===== src/rtl/datapath_pkg.sv =====
// Shared word type and ALU opcode constants for the datapath slice.
// Optional rotate support is selected with DATAPATH_ROTATE_EN.
package datapath_pkg;

    typedef logic [31:0] word_t;
    typedef logic [4:0]  alu_op_t;

    localparam alu_op_t OP_ADD  = 5'b00000;
    localparam alu_op_t OP_SUB  = 5'b00001;
    localparam alu_op_t OP_AND  = 5'b00010;
    localparam alu_op_t OP_OR   = 5'b00011;
    localparam alu_op_t OP_SHR  = 5'b00100;
    localparam alu_op_t OP_SHL  = 5'b00101;
    localparam alu_op_t OP_SHRA = 5'b00110;
    localparam alu_op_t OP_ROR  = 5'b00111;
    localparam alu_op_t OP_ROL  = 5'b01000;
    localparam alu_op_t OP_NEG  = 5'b01001;
    localparam alu_op_t OP_NOT  = 5'b01010;

endpackage


===== src/rtl/datapath_alu.sv =====
// Combinational ALU: A comes from Y, B from the bus; IncPC forces PC+1.
// ror/rol exist only when DATAPATH_ROTATE_EN is defined, otherwise they yield zero.
import datapath_pkg::*;

module datapath_alu (
    input  logic [31:0] a_i,
    input  logic [31:0] b_i,
    input  logic [4:0]  op_i,
    input  logic        inc_pc_i,
    input  logic [31:0] pc_i,
    output logic [31:0] result_o
);

    logic [4:0] amt;
    assign amt = b_i[4:0];

`ifdef DATAPATH_ROTATE_EN
    // Rotates fall out of shifting a doubled copy of A.
    logic [63:0] dbl;
    logic [63:0] dbl_r;
    logic [63:0] dbl_l;
    assign dbl   = {a_i, a_i};
    assign dbl_r = dbl >> amt;
    assign dbl_l = dbl << amt;
`endif

    always_comb begin
        result_o = 32'h0;
        if (inc_pc_i) begin
            result_o = pc_i + 32'd1;
        end else begin
            case (op_i)
                OP_ADD:  result_o = a_i + b_i;
                OP_SUB:  result_o = a_i - b_i;
                OP_AND:  result_o = a_i & b_i;
                OP_OR:   result_o = a_i | b_i;
                OP_SHR:  result_o = a_i >> amt;
                OP_SHL:  result_o = a_i << amt;
                OP_SHRA: result_o = $unsigned($signed(a_i) >>> amt);
`ifdef DATAPATH_ROTATE_EN
                OP_ROR:  result_o = dbl_r[31:0];
                OP_ROL:  result_o = dbl_l[63:32];
`endif
                OP_NEG:  result_o = 32'h0 - b_i;
                OP_NOT:  result_o = ~b_i;
                default: result_o = 32'h0;
            endcase
        end
    end

endmodule


===== src/rtl/datapath.sv =====
// Single-bus datapath: eight 32-bit registers, priority bus mux and ALU into ZLO.
// Build with DATAPATH_ROTATE_EN to enable the ALU rotate operations.
import datapath_pkg::*;

module datapath (
    input  logic        Clock,
    input  logic        Clear,
    input  logic [31:0] MData_In,
    input  logic [4:0]  CONTROL,
    input  logic        IncPC,
    input  logic        Read,
    input  logic        PC_Out,
    input  logic        MDR_Out,
    input  logic        ZLO_Out,
    input  logic        R2_Out,
    input  logic        PC_In,
    input  logic        MDR_In,
    input  logic        MAR_In,
    input  logic        IR_In,
    input  logic        Y_In,
    input  logic        ZLO_In,
    input  logic        R2_In,
    input  logic        R5_In,
    output logic [31:0] BusMux_Out,
    output logic [31:0] MAR_Q
);

    word_t pc_q, mar_q, mdr_q, ir_q, y_q, zlo_q, r2_q, r5_q;
    word_t pc_d, mar_d, mdr_d, ir_d, y_d, zlo_d, r2_d, r5_d;
    word_t bus;
    word_t alu_result;

    // Fixed priority keeps the bus defined when several drivers are enabled.
    always_comb begin
        bus = 32'h0;
        if (PC_Out)       bus = pc_q;
        else if (MDR_Out) bus = mdr_q;
        else if (ZLO_Out) bus = zlo_q;
        else if (R2_Out)  bus = r2_q;
    end

    datapath_alu u_alu (
        .a_i      (y_q),
        .b_i      (bus),
        .op_i     (CONTROL),
        .inc_pc_i (IncPC),
        .pc_i     (pc_q),
        .result_o (alu_result)
    );

    always_comb begin
        pc_d  = PC_In  ? bus : pc_q;
        mar_d = MAR_In ? bus : mar_q;
        mdr_d = MDR_In ? (Read ? MData_In : bus) : mdr_q;
        ir_d  = IR_In  ? bus : ir_q;
        y_d   = Y_In   ? bus : y_q;
        zlo_d = ZLO_In ? alu_result : zlo_q;
        r2_d  = R2_In  ? bus : r2_q;
        r5_d  = R5_In  ? bus : r5_q;
    end

    // Clear wins over every load enable in the same cycle.
    always_ff @(posedge Clock) begin
        if (Clear) begin
            pc_q  <= '0;
            mar_q <= '0;
            mdr_q <= '0;
            ir_q  <= '0;
            y_q   <= '0;
            zlo_q <= '0;
            r2_q  <= '0;
            r5_q  <= '0;
        end else begin
            pc_q  <= pc_d;
            mar_q <= mar_d;
            mdr_q <= mdr_d;
            ir_q  <= ir_d;
            y_q   <= y_d;
            zlo_q <= zlo_d;
            r2_q  <= r2_d;
            r5_q  <= r5_d;
        end
    end

    assign BusMux_Out = bus;
    assign MAR_Q      = mar_q;

endmodule


===== config.mk =====
export PLATFORM = sky130hd
export DESIGN_NAME = datapath
export DESIGN_NICKNAME = d
export VERILOG_FILES = /design/src/rtl/datapath_pkg.sv /design/src/rtl/datapath_alu.sv /design/src/rtl/datapath.sv
export SDC_FILE = /design/constraint.sdc
export NUM_CORES = 1
export LEC_CHECK = 0
export ABC_CLOCK_PERIOD_IN_PS = 4500
export CORE_MARGIN = 4
export CORE_UTILIZATION = 45
export CTS_CLUSTER_SIZE = 12
export DETAILED_ROUTE_END_ITERATION = 10
export DONT_BUFFER_PORTS = 1
export PLACE_DENSITY_LB_ADDON = 0.12
export SLEW_MARGIN = 25
export SYNTH_ARGS = -nofsm -noshare
export SYNTH_HDL_FRONTEND = slang
export SYNTH_HIERARCHICAL = 1
export SYNTH_SLANG_ARGS = --single-unit

===== constraint.sdc =====
create_clock -name Clock -period 4.5 [get_ports Clock]
set_input_delay 0.225 -clock Clock [delete_from_list [all_inputs] [get_ports Clock]]
set_output_delay 0.225 -clock Clock [all_outputs]
set_load 0.05 [all_outputs]

==> results.py <==
metrics = {
    "setup_path": {
        "r2r_slack_ns": 0.18,
        "cp-start-kind": "flip-flop",
        "crit_type": "flip-flop to flip-flop",
        "crit_family": "compound AO/OA/AOI/OAI gates",
        "critPathMostFrequentCell": "buf_4",
        "max_stage_delay_ns": 0.48,
        "critPathCaptureType": "flip-flop",
        "cp_max_fo": 6,
        "path_buf_inv": 5,
        "crit_chain": "nor2b_1 > a311o_1 > buf_4 > inv_4 > buf_4 > inv_2 > ha_1 > a21oi_1 > nand4b_1 > nand2_1 > a2111oi_0 > buf_4 > o21ai_1 > a31o_1 > mux2i_1 > o211ai_1 > a21o_1 > mux2i_1 > nor2_1",
        "crit_arrival_ns": 4.62,
        "crit_slowest_cell": "a2111oi_0",
        "cp.required_ns": 4.80,
    },
    "floorplanning": {
        "start_util": 0.457,
        "dieArea_mm2": 0.0438,
        "io-pin-count": 117,
        "fp.dieW_um": 209,
        "core-area_mm2": 0.0399,
        "rows": 73,
        "dieHeight_um": 209,
    },
    "grt": {
        "grt_pass1_vias": 18100,
        "antenna_found_initial": 0,
        "grt_max_degree": 191,
        "grt_pass1_wl_um": 119000,
        "grt_overflow": 0,
        "grt_usage": 0.350,
    },
    "timing": {
        "period_share": 0.960,
        "slew_headroom": 0.278,
        "drv_slew": 0,
        "rsz0062_at_grt": "false",
        "worstMarginPinSlew_ns": 1.08,
        "fin_skew_ns": 0.0121,
        "fmaxAchievable_ghz": 0.232,
        "min_period_ns": 4.32,
        "hold_viol": 0,
        "fin_setup_tns_ns": 0,
        "setup_violations": 0,
        "layout_setup_ws_ns": 0.181,
    },
    "clock_network": {
        "clk_pin_slew_ns": 0.07,
        "clk_path_buf_depth": 2,
        "cts_setup_buffers": 0,
        "clock_latency_ns": 0.44,
        "h-tree-depth": 4,
        "numClockSinks": 192,
        "cts-buffers-inserted": 17,
        "ctsRootBufferMaster": "clkbuf_16",
        "cts_tree": "yes",
    },
    "place": {
        "port_buffers": 0,
        "place_ws_ns": 0.261,
        "place_congestion": 1.09,
        "hpwl_um": 60100,
    },
    "finish": {
        "mostFrequentLayoutCell": "nor2_1",
        "antennaDiodeCount": 0,
        "fin_nets": 2614,
        "areaGrowthSynthToFinish_pct": 14.5,
        "layout-drive-gt1-share": 0.147,
        "regArea_mm2": 0.00384,
        "final_cell_mix": "232 x nor2_1, 212 x buf_4, 192 x dfxtp_1",
        "multi_input_area_mm2": 0.0132,
        "nFillCells": 3889,
    },
    "yosys": {
        "async_flop_share": 0,
        "ys_types": 87,
        "seq_area_frac_synth": 0.211,
        "syn_nets": 2522,
        "synth_top_area_frac": 0.211,
        "yosysWarnings": 6,
        "synth_top_area_cell": "dfxtp_1",
        "synth_edf_count": 0,
        "synthTopCellsByArea": "dfxtp_1 21%, ha_1 7.2%, o22ai_1 5.8%, mux4_2 5.6%, nor2_1 4.8%",
        "syn_area_mm2": 0.0182,
        "syn_inst": 2362,
        "synth-seq-cells": 192,
        "synth.avg_cell_area_um2": 7.72,
        "synth-main-ff-cell": "dfxtp_1",
    },
    "drt": {
        "via_count": 19500,
        "routed_wl_um": 79900,
        "detail-route-antenna-nets": 0,
        "drt_iter0_drc": 2180,
        "wl_per_cell_um": 26.7,
        "dr.pass1.iters": 5,
        "via_per_inst": 6.51,
        "drc": 0,
    },
    "pwr": {
        "p_leak_nw": 8.18,
        "clock_power_share": 0.289,
        "intPower_mw": 3.74,
        "vdd_ir_drop_max_mv": 0.353,
        "pwr-share-seq": 0.324,
        "switching_share": 0.379,
        "pwr-share-comb": 0.387,
        "p_per_area_mw_per_mm2": 288,
        "p_sw_mw": 2.28,
    },
    "worst_hold_path": {
        "min_path_type": "primary input to flip-flop",
    },
    "run": {
        "maxCapViolCount": 0,
    },
    "status": {
        "status": "completed",
    },
}
-- layer usage --
| metal | up-vias | routed length, um | part of all wire | global-route usage |
|---|---|---|---|---|
| met5 | - | 0 | 0 | 0 |
| met4 | 0 | 3270 | 0.041 | 0.126 |
| met3 | 143 | 7260 | 0.091 | 0.0587 |
| met2 | 1052 | 35000 | 0.44 | 0.537 |
| met1 | 9398 | 34300 | 0.43 | 0.495 |
| li1 | 8867 | - | - | - |
-- Yosys cell counts (7+ instances only) --
library cell,n
a31oi_1,19
a211oi_1,37
buf_2,43
mux2_2,9
or3_1,17
mux4_2,45
buf_4,7
nor4_1,9
o21bai_1,40
nand3_1,47
a21o_1,30
inv_2,8
and2_1,10
ha_1,105
buf_1,8
inv_1,108
nand3b_1,37
nand4_1,16
and3_1,14
dfxtp_1,192
clkbuf_1,119
a311o_1,33
o21ai_1,40
mux2i_1,76
a211oi_2,27
nor3b_1,34
a21oi_1,149
nand2b_1,138
a221oi_1,13
o22ai_1,169
xor2_1,27
nand2_1,171
nor2b_1,40
xnor2_1,47
nor2_1,234
o21ai_0,60
o211ai_1,15
nor3_1,35
o221ai_1,33
-- power groups by stage --
stage / combinational, mW / sequential, mW / clock [mW]
6_report: 2.33 / 1.95 / 1.74
2_1_floorplan: 1.49 / 1.97 / 0
3_3_place_gp: 2.16 / 1.98 / 0
3_5_place_dp: 2.16 / 1.99 / 0
4_1_cts: 2.26 / 1.95 / 1.76
5_1_grt: 2.47 / 1.96 / 1.84
-- cells by family after synthesis --
logic type | Yosys count | synth area share
simple gates | 821 | 0.228
compound gates | 731 | 0.275
buf+inv | 301 | 0.0697
flops | 192 | 0.211
mux | 136 | 0.107
fa+ha+maj | 107 | 0.0743
xor+xnor | 74 | 0.0356
-- registers in the layout, indices dropped and copies added (netlist names) --
register / count
MAR_Q: 32
mdr_q: 32
pc_q: 32
r2_q: 32
y_q: 32
zlo_q: 32
-- worst paths after layout --
kind	start	end	depth (start not counted)
worst min register to register	r2_q[25]	r2_q[25]	2
worst min-delay path	MData_In[27]	mdr_q[27]	2
worst max register to register	pc_q[1]	zlo_q[31]	19
worst max-delay path	pc_q[1]	zlo_q[31]	19
-- repair_timing --
action	4_1_cts	5_1_grt
setup endpoints to repair	0	2
endpoints found under the hold margin	192	0
hold buffers	41	0
gates resized for setup	0	4
-- final cells by class --
class | instances | area share
Multi-Input combinational cell | 1869 | 0.630
Inverter | 117 | 0.0216
Clock buffer | 19 | 0.0212
Timing Repair Buffer | 257 | 0.100
Clock inverter | 12 | 0.0110
Sequential cell | 192 | 0.184
Tap cell | 525 | 0.0315
-- worst reg2reg max path: stages, from the launching register on --
cell and delay (ns):
dfxtp_1 0.43, nor2b_1 0.07, a311o_1 0.34, buf_4 0.17
inv_4 0.08, buf_4 0.15, inv_2 0.04, ha_1 0.26
a21oi_1 0.20, nand4b_1 0.19, nand2_1 0.13, a2111oi_0 0.48
buf_4 0.22, o21ai_1 0.12, a31o_1 0.33, mux2i_1 0.22
o211ai_1 0.29, a21o_1 0.27, mux2i_1 0.13, nor2_1 0.05
-- through the flow --
stage	utilization	cells	power, mW	area, um2	hold WS [ns]
3_3_place_gp	0.495	2919	4.14	19700	0.319
2_1_floorplan	-	2362	3.46	18200	0.400
5_1_grt	0.523	2991	6.27	20900	0.00501
4_1_cts	0.523	2991	5.97	20900	0.00472
6_report	0.523	2991	6.02	20900	0.0167
3_5_place_dp	0.495	2919	4.15	19800	0.321
No activity file was read; power rests on OpenSTA's default activity.
